## src/rtl/vga_timing_gen_if.sv

```systemverilog
// Raster-timing bundle between the VGA timing generator and its consumer.
// Colour-bar signals exist only when TEST_PATTERN_EN is defined.
interface vga_timing_gen_if #(
  parameter int X_W = 10,
  parameter int Y_W = 10
);
  logic           en;
  logic           hsync;
  logic           vsync;
  logic           de;
  logic [X_W-1:0] px_x;
  logic [Y_W-1:0] px_y;
  logic           line_start;
  logic           frame_start;
`ifdef TEST_PATTERN_EN
  logic           red;
  logic           green;
  logic           blue;
  logic           intense;

  modport master (input en, output hsync, vsync, de, px_x, px_y, line_start, frame_start,
                  red, green, blue, intense);
  modport slave  (output en, input hsync, vsync, de, px_x, px_y, line_start, frame_start,
                  red, green, blue, intense);
`else
  modport master (input en, output hsync, vsync, de, px_x, px_y, line_start, frame_start);
  modport slave  (output en, input hsync, vsync, de, px_x, px_y, line_start, frame_start);
`endif
endinterface

```

## src/rtl/vga_timing_gen.sv

```systemverilog
// Parametrised VGA raster timing generator: h/v counters plus registered sync/de/coordinate decode.
// Define TEST_PATTERN_EN to add a registered 16-colour bar pattern on the RGBI outputs.
module vga_timing_gen #(
  parameter int   H_ACTIVE  = 640,
  parameter int   H_FP      = 16,
  parameter int   H_SYNC    = 96,
  parameter int   H_BP      = 48,
  parameter int   V_ACTIVE  = 480,
  parameter int   V_FP      = 10,
  parameter int   V_SYNC    = 2,
  parameter int   V_BP      = 33,
  parameter logic HSYNC_POL = 1'b0,
  parameter logic VSYNC_POL = 1'b0,
  parameter int   X_W       = 10,
  parameter int   Y_W       = 10
) (
  input logic             clk,
  input logic             nrst,
  vga_timing_gen_if.master bus
);
  localparam int H_TOTAL = H_ACTIVE + H_FP + H_SYNC + H_BP;
  localparam int V_TOTAL = V_ACTIVE + V_FP + V_SYNC + V_BP;

  localparam logic [X_W-1:0] H_LAST = X_W'(H_TOTAL - 1);
  localparam logic [X_W-1:0] H_VIS  = X_W'(H_ACTIVE);
  localparam logic [X_W-1:0] HS_BEG = X_W'(H_ACTIVE + H_FP);
  localparam logic [X_W-1:0] HS_END = X_W'(H_ACTIVE + H_FP + H_SYNC);
  localparam logic [Y_W-1:0] V_LAST = Y_W'(V_TOTAL - 1);
  localparam logic [Y_W-1:0] V_VIS  = Y_W'(V_ACTIVE);
  localparam logic [Y_W-1:0] VS_BEG = Y_W'(V_ACTIVE + V_FP);
  localparam logic [Y_W-1:0] VS_END = Y_W'(V_ACTIVE + V_FP + V_SYNC);

  logic [X_W-1:0] r_h, r_px_x;
  logic [Y_W-1:0] r_v, r_px_y;
  logic           r_hsync, r_vsync, r_de, r_line_start, r_frame_start;
  logic           w_h_last, w_v_last, w_de, w_hs_on, w_vs_on;

  assign w_h_last = (r_h == H_LAST);
  assign w_v_last = (r_v == V_LAST);
  assign w_de     = (r_h < H_VIS) && (r_v < V_VIS);
  assign w_hs_on  = (r_h >= HS_BEG) && (r_h < HS_END);
  assign w_vs_on  = (r_v >= VS_BEG) && (r_v < VS_END);

  always_ff @(posedge clk) begin
    if (!nrst) begin
      r_h <= '0;
      r_v <= '0;
    end else if (bus.en) begin
      if (w_h_last) begin
        r_h <= '0;
        r_v <= w_v_last ? '0 : r_v + 1'b1;
      end else begin
        r_h <= r_h + 1'b1;
      end
    end
  end

  // Outputs decode the pre-increment count, so they trail the counters by one en-cycle.
  always_ff @(posedge clk) begin
    if (!nrst) begin
      r_hsync       <= ~HSYNC_POL;
      r_vsync       <= ~VSYNC_POL;
      r_de          <= 1'b0;
      r_px_x        <= '0;
      r_px_y        <= '0;
      r_line_start  <= 1'b0;
      r_frame_start <= 1'b0;
    end else if (bus.en) begin
      r_hsync       <= w_hs_on ? HSYNC_POL : ~HSYNC_POL;
      r_vsync       <= w_vs_on ? VSYNC_POL : ~VSYNC_POL;
      r_de          <= w_de;
      r_px_x        <= r_h;
      r_px_y        <= r_v;
      r_line_start  <= (r_h == '0);
      r_frame_start <= (r_h == '0) && (r_v == '0);
    end else begin
      r_line_start  <= 1'b0;
      r_frame_start <= 1'b0;
    end
  end

  assign bus.hsync       = r_hsync;
  assign bus.vsync       = r_vsync;
  assign bus.de          = r_de;
  assign bus.px_x        = r_px_x;
  assign bus.px_y        = r_px_y;
  assign bus.line_start  = r_line_start;
  assign bus.frame_start = r_frame_start;

`ifdef TEST_PATTERN_EN
  // 64-pixel bars: h[9:6] maps straight onto {intense,red,green,blue}.
  logic [3:0] r_rgbi;

  always_ff @(posedge clk) begin
    if (!nrst)        r_rgbi <= 4'd0;
    else if (bus.en)  r_rgbi <= w_de ? r_h[9:6] : 4'd0;
  end

  assign {bus.intense, bus.red, bus.green, bus.blue} = r_rgbi;
`endif
endmodule
```

## src/flat_wrapper.sv

```systemverilog
// flat-port wrapper written by rule: the top's interface ports become plain ports
module vga_timing_gen_flat 
#(
  parameter int   H_ACTIVE  = 640,
  parameter int   H_FP      = 16,
  parameter int   H_SYNC    = 96,
  parameter int   H_BP      = 48,
  parameter int   V_ACTIVE  = 480,
  parameter int   V_FP      = 10,
  parameter int   V_SYNC    = 2,
  parameter int   V_BP      = 33,
  parameter logic HSYNC_POL = 1'b0,
  parameter logic VSYNC_POL = 1'b0,
  parameter int   X_W       = 10,
  parameter int   Y_W       = 10
)
  (clk, nrst, bus_en, bus_hsync, bus_vsync, bus_de, bus_px_x, bus_px_y, bus_line_start, bus_frame_start);
  vga_timing_gen_if #(.X_W(X_W), .Y_W(Y_W)) bus_i ();
  input logic clk;
  input logic nrst;
  input wire logic [$bits(bus_i.en)-1:0] bus_en;
  output wire logic [$bits(bus_i.hsync)-1:0] bus_hsync;
  output wire logic [$bits(bus_i.vsync)-1:0] bus_vsync;
  output wire logic [$bits(bus_i.de)-1:0] bus_de;
  output wire logic [$bits(bus_i.px_x)-1:0] bus_px_x;
  output wire logic [$bits(bus_i.px_y)-1:0] bus_px_y;
  output wire logic [$bits(bus_i.line_start)-1:0] bus_line_start;
  output wire logic [$bits(bus_i.frame_start)-1:0] bus_frame_start;
  assign bus_i.en = bus_en;
  assign bus_hsync = bus_i.hsync;
  assign bus_vsync = bus_i.vsync;
  assign bus_de = bus_i.de;
  assign bus_px_x = bus_i.px_x;
  assign bus_px_y = bus_i.px_y;
  assign bus_line_start = bus_i.line_start;
  assign bus_frame_start = bus_i.frame_start;
  vga_timing_gen #(.H_ACTIVE(H_ACTIVE), .H_FP(H_FP), .H_SYNC(H_SYNC), .H_BP(H_BP), .V_ACTIVE(V_ACTIVE), .V_FP(V_FP), .V_SYNC(V_SYNC), .V_BP(V_BP), .HSYNC_POL(HSYNC_POL), .VSYNC_POL(VSYNC_POL), .X_W(X_W), .Y_W(Y_W)) u_core (.clk(clk), .nrst(nrst), .bus(bus_i));
endmodule
```

## config.mk

```make
export PLATFORM = sky130hd
export DESIGN_NAME = vga_timing_gen_flat
export DESIGN_NICKNAME = d
export VERILOG_FILES = /design/src/rtl/vga_timing_gen_if.sv /design/src/rtl/vga_timing_gen.sv /design/src/flat_wrapper.sv
export SDC_FILE = /design/constraint.sdc
export NUM_CORES = 1
export LEC_CHECK = 0
export ABC_AREA = 1
export ABC_CLOCK_PERIOD_IN_PS = 1510
export CORE_AREA = 3 3 69 71
export CTS_CLUSTER_SIZE = 14
export DETAILED_ROUTE_END_ITERATION = 8
export DIE_AREA = 0 0 72 74
export PLACE_DENSITY_LB_ADDON = 0.2
export SETUP_SLACK_MARGIN = 0.1
export SYNTH_ARGS = -nofsm -noshare
export SYNTH_HDL_FRONTEND = slang
export SYNTH_SLANG_ARGS = --single-unit
```

## constraint.sdc

```tcl
create_clock -name clk -period 1.51 [get_ports clk]
set_clock_uncertainty 0.05 [all_clocks]
set_input_delay 0.2265 -clock clk [delete_from_list [all_inputs] [get_ports clk]]
set_output_delay 0.2265 -clock clk [all_outputs]
set_load 0.02 [all_outputs]
```

==> out/results.txt <==
The synthesized netlist devotes 13.95% of its cell area to compound gates. The vias after detailed routing is 2,044, and the number of port buffers is 27. The required arrival time at the worst endpoint is 1.69 ns.

The run gives 5 as the total clock buffers created by CTS. Across the VDD grid, the largest voltage drop is 0.0004824 V. Summing every instance area after synthesis gives 2107 sq um.

The run gives 741.5 MHz as the highest clock rate. The hold violation total from the final report was 0. In this run the register-to-register setup slack is 0.16 ns. The main combinational cell family by area after synthesis is simple AND/OR/NAND/NOR gates.

In the routed design, unresolved DRC markers number 0. Summed over all cells, the static leakage comes to 0.001190 uW. The number of storage elements in the synthesis netlist was 45. The reg-to-reg critical path endpoint is u_core.r_v[6]. STA classifies the critical path startpoint as a register. The run gives 3677 um as the detailed placement HPWL. The tools report the yosys synthesis warning count as 0. The run gives 350 as the number of nets in the finished design. Cells with a size suffix above 1 make up 18.90% of the layout. The sequential area share after synthesis was 42.76%; the count of fill cells added during filler insertion was 415. After detailed routing, the number of vias per cell comes to 5.162. The post-layout worst setup margin is 0.1613 ns. The floorplan step set the die height to 74 um. The post-place setup slack came out at -0.09253 ns. The first global-routing pass estimated 8556 um of wire. The detail route stage leaves a number of antenna-violating nets equal to 0.

Relative to the synthesized area, the layout overhead comes to 29.39%. The number of global-route vias before repair is 1,971. After clock tree synthesis, the clock-pin slew on the worst setup and hold paths is 0.08 ns. For the synthesized netlist cell count, the log shows 300. Counting instances, the worst hold path has a depth of 2. The run gives 1.53 ns as the arrival time of data at the critical path endpoint. The startpoint identified for the worst register-to-register timing path is u_core.r_h[1].

Summing all placed instances gives a cell area of 2576 sq um. Setup repair after global routing could not meet its margin everywhere. Largest area contributor in the netlist: sky130_fd_sc_hd__dfxtp_1. The synthesized netlist net count came out at 307. The number of DRC violations after detailed-routing iteration 0 came out at 137.

The floorplan has 24 rows. Entering global routing, the biggest net connects 24 pins. The post-synthesis cell type count is 29, and the number of clock sinks is 45. The logs give 28 for the number of placed I/O pins and 4 for the first-pass iteration count of the detailed router.

The number of cells on the worst reg-to-reg path is 7. The count of final max-slew check failures was 0; the post-synthesis adder-cell area fraction was 2.375%. The total power per unit cell area was 836.5 nW/um^2. The mean area per synthesized cell was 7.023 sq um; the diode insertion count for antenna repair was 0. The class of the most critical hold timing path was reg2reg.

The post-synthesis share of cell area spent on and, or, nand and nor gates works out to 31.29%. The flow ran to the end, and the final reports show no timing, DRC or antenna violations. The setup TNS came out at 0 ns. The aggregate global-route resource usage was 20.72%; the total design power was 2281 uW.

For this run the aggregate overflow at the end of global routing stands at 0. Multiplexer cells account for 0% of the synthesized area. The run gives 62.91% as the relative slew slack.

The post-layout minimum cycle time is 1.349 ns. The run gives 4294 sq um as the placeable core region. The final clock period utilization by the worst path was 89.32%.

The root buffer selected by CTS was sky130_fd_sc_hd__clkbuf_8. Sorting the synthesized cells by area gives the leading types as sky130_fd_sc_hd__dfxtp_1 43%, sky130_fd_sc_hd__nand2_1 12%, sky130_fd_sc_hd__a21oi_1 8.1%. The top cell type's share of synthesized area works out to 42.76%.

Kind of end point of the critical path: a register. The tools report the die footprint as 5328 sq um. By startpoint and endpoint, the worst setup path is classified as reg2reg. Max-cap violations in this run came to 0. TritonCTS built the clock tree. The run gives 0 as the initial antenna violation count.

After routing the design area is 2726 sq um. After detailed routing, the average wire length per cell comes to 12.64 um. Initial cell density of the core: 49.07%. The worst hold path begins at u_core.bus.px_x[7].

Measured along the x axis, the die boundary spans 72 um. Summing the areas of all xor and xnor instances in the mapped netlist gives 0.8314% of the synthesized area. Setup violations remaining at the end of the flow were counted as 0. The tools report the worst hold path endpoint as u_core.bus.px_x[7]. Wires add up to 5004 um. The H-tree depth reported by CTS is 2.

Number of buffers inserted by post-CTS setup repair: 0. The worst-case clock buffer depth came out at 2. The final weighted congestion in routability-driven placement is 0.8375. Of all nets on the critical path, the largest fanout is 6.

Tightest hold margin: 0.4087 ns. Clock latency on the worst-skew pair, taken at its later pin, is 0.30 ns. For the pin with the worst max-slew slack, the measured transition is 0.5558 ns.
[state kept, by name, summed over array words and instances, names as in the netlist]
register / count
u_core.bus.de: 1
u_core.bus.frame_start: 1
u_core.bus.hsync: 1
u_core.bus.line_start: 1
u_core.bus.px_x: 10
u_core.bus.px_y: 10
u_core.bus.vsync: 1
u_core.r_h: 10
u_core.r_v: 10
[cell usage in the layout, fill, tap and decap left out, types with 2 or more instances in the layout]
| cell type | instances |
|---|---|
| sky130_fd_sc_hd__dfxtp_2 | 11 |
| sky130_fd_sc_hd__clkdlybuf4s50_1 | 2 |
| sky130_fd_sc_hd__ha_4 | 2 |
| sky130_fd_sc_hd__ha_1 | 2 |
| sky130_fd_sc_hd__nand4_1 | 7 |
| sky130_fd_sc_hd__buf_4 | 20 |
| sky130_fd_sc_hd__dlygate4sd2_1 | 25 |
| sky130_fd_sc_hd__a21oi_1 | 33 |
| sky130_fd_sc_hd__dfxtp_1 | 33 |
| sky130_fd_sc_hd__nor2_1 | 25 |
| sky130_fd_sc_hd__nor2_4 | 4 |
| sky130_fd_sc_hd__nand2_2 | 5 |
| sky130_fd_sc_hd__o21ai_0 | 21 |
| sky130_fd_sc_hd__nor2_2 | 5 |
| sky130_fd_sc_hd__nand3_1 | 18 |
| sky130_fd_sc_hd__clkbuf_8 | 7 |
| sky130_fd_sc_hd__clkinv_2 | 2 |
| sky130_fd_sc_hd__inv_1 | 31 |
| sky130_fd_sc_hd__nor3_1 | 9 |
| sky130_fd_sc_hd__buf_12 | 2 |
| sky130_fd_sc_hd__nand2_1 | 64 |
[worst max-delay path by stage]
stage / start / to / slack (ns)
5_1_grt: u_core.r_v[0] / u_core.r_v[6] / 0.08
3_3_place_gp: nrst / u_core.r_h[2] / -0.06
3_5_place_dp: nrst / u_core.r_h[2] / -0.09
4_1_cts: u_core.r_h[0] / u_core.r_v[4] / 0.11
6_report: u_core.r_h[1] / u_core.r_v[6] / 0.16
2_1_floorplan: u_core.r_h[0] / u_core.r_v[9] / 0.22
[Yosys cell counts, drive strengths merged]
| master | count |
|---|---|
| clkinv | 2 |
| nand3 | 19 |
| o21ai | 22 |
| xor2 | 1 |
| clkbuf | 6 |
| ha | 4 |
| nor2 | 34 |
| inv | 32 |
| a21oi | 34 |
| dfxtp | 45 |
| and2 | 1 |
| nand2 | 70 |
| nor4 | 1 |
| buf | 7 |
| nand4 | 8 |
| nand3b | 1 |
| a211oi | 1 |
| o22ai | 1 |
| nor3 | 10 |
| xnor2 | 1 |
[cell families after synthesis]
kind of cell               after synthesis
xor gates and xnor gates                 2
adders and majority gates                4
buffers and inverters                   47
and+or+nand+nor                        144
AOI/OAI and AO/OA                       58
DFF                                     45
[critical path, stage by stage (launching register included)]
cell and delay, ns:
sky130_fd_sc_hd__dfxtp_2 0.36, sky130_fd_sc_hd__ha_4 0.15, sky130_fd_sc_hd__nand2_2 0.07, sky130_fd_sc_hd__nor2_4 0.15, sky130_fd_sc_hd__nand4_4 0.11, sky130_fd_sc_hd__nor2_4 0.20
sky130_fd_sc_hd__nand2_1 0.07, sky130_fd_sc_hd__a21oi_1 0.13
[report_power, final]
group	switching, uW	internal (uW)	total, uW
Clock	395	414	809
Sequential	18.1	1220	1240
Combinational	137	94.1	231
[layer usage]
layer  track usage, %  part of all wire (%)  up-vias
li1                 -                     -     1057
met1            24.33                    43      936
met2            35.71                    50       39
met3            4.730                   4.3       12
met4            10.44                   2.8        0
met5                0                     0        -
[final cells by class]
cell class | instances | area [sq um] | share of cell area [%]
clock buffer | 7 | 96.34 | 3.534
tap | 52 | 65.06 | 2.386
inverter | 34 | 128.9 | 4.727
timing repair buffer | 49 | 429.2 | 15.74
sequential | 45 | 918.4 | 33.69
multi-input combinational | 208 | 1084 | 39.74
clock inverter | 1 | 5.005 | 0.1836
[repair_timing]
action,4_1_cts,5_1_grt
hold endpoints to repair,0,0
resized for setup,29,24
endpoints found under the setup margin,33,18
hold buffers,0,0
pin swaps,1,6
[stage by stage]
stage	utilization (%)	std cells
after floorplan	-	300
after global placement	59.99	388
after detailed placement	59.99	388
after CTS	61.92	396
after global routing	63.49	396
final	63.49	396
(Power assumes the default switching activity.)
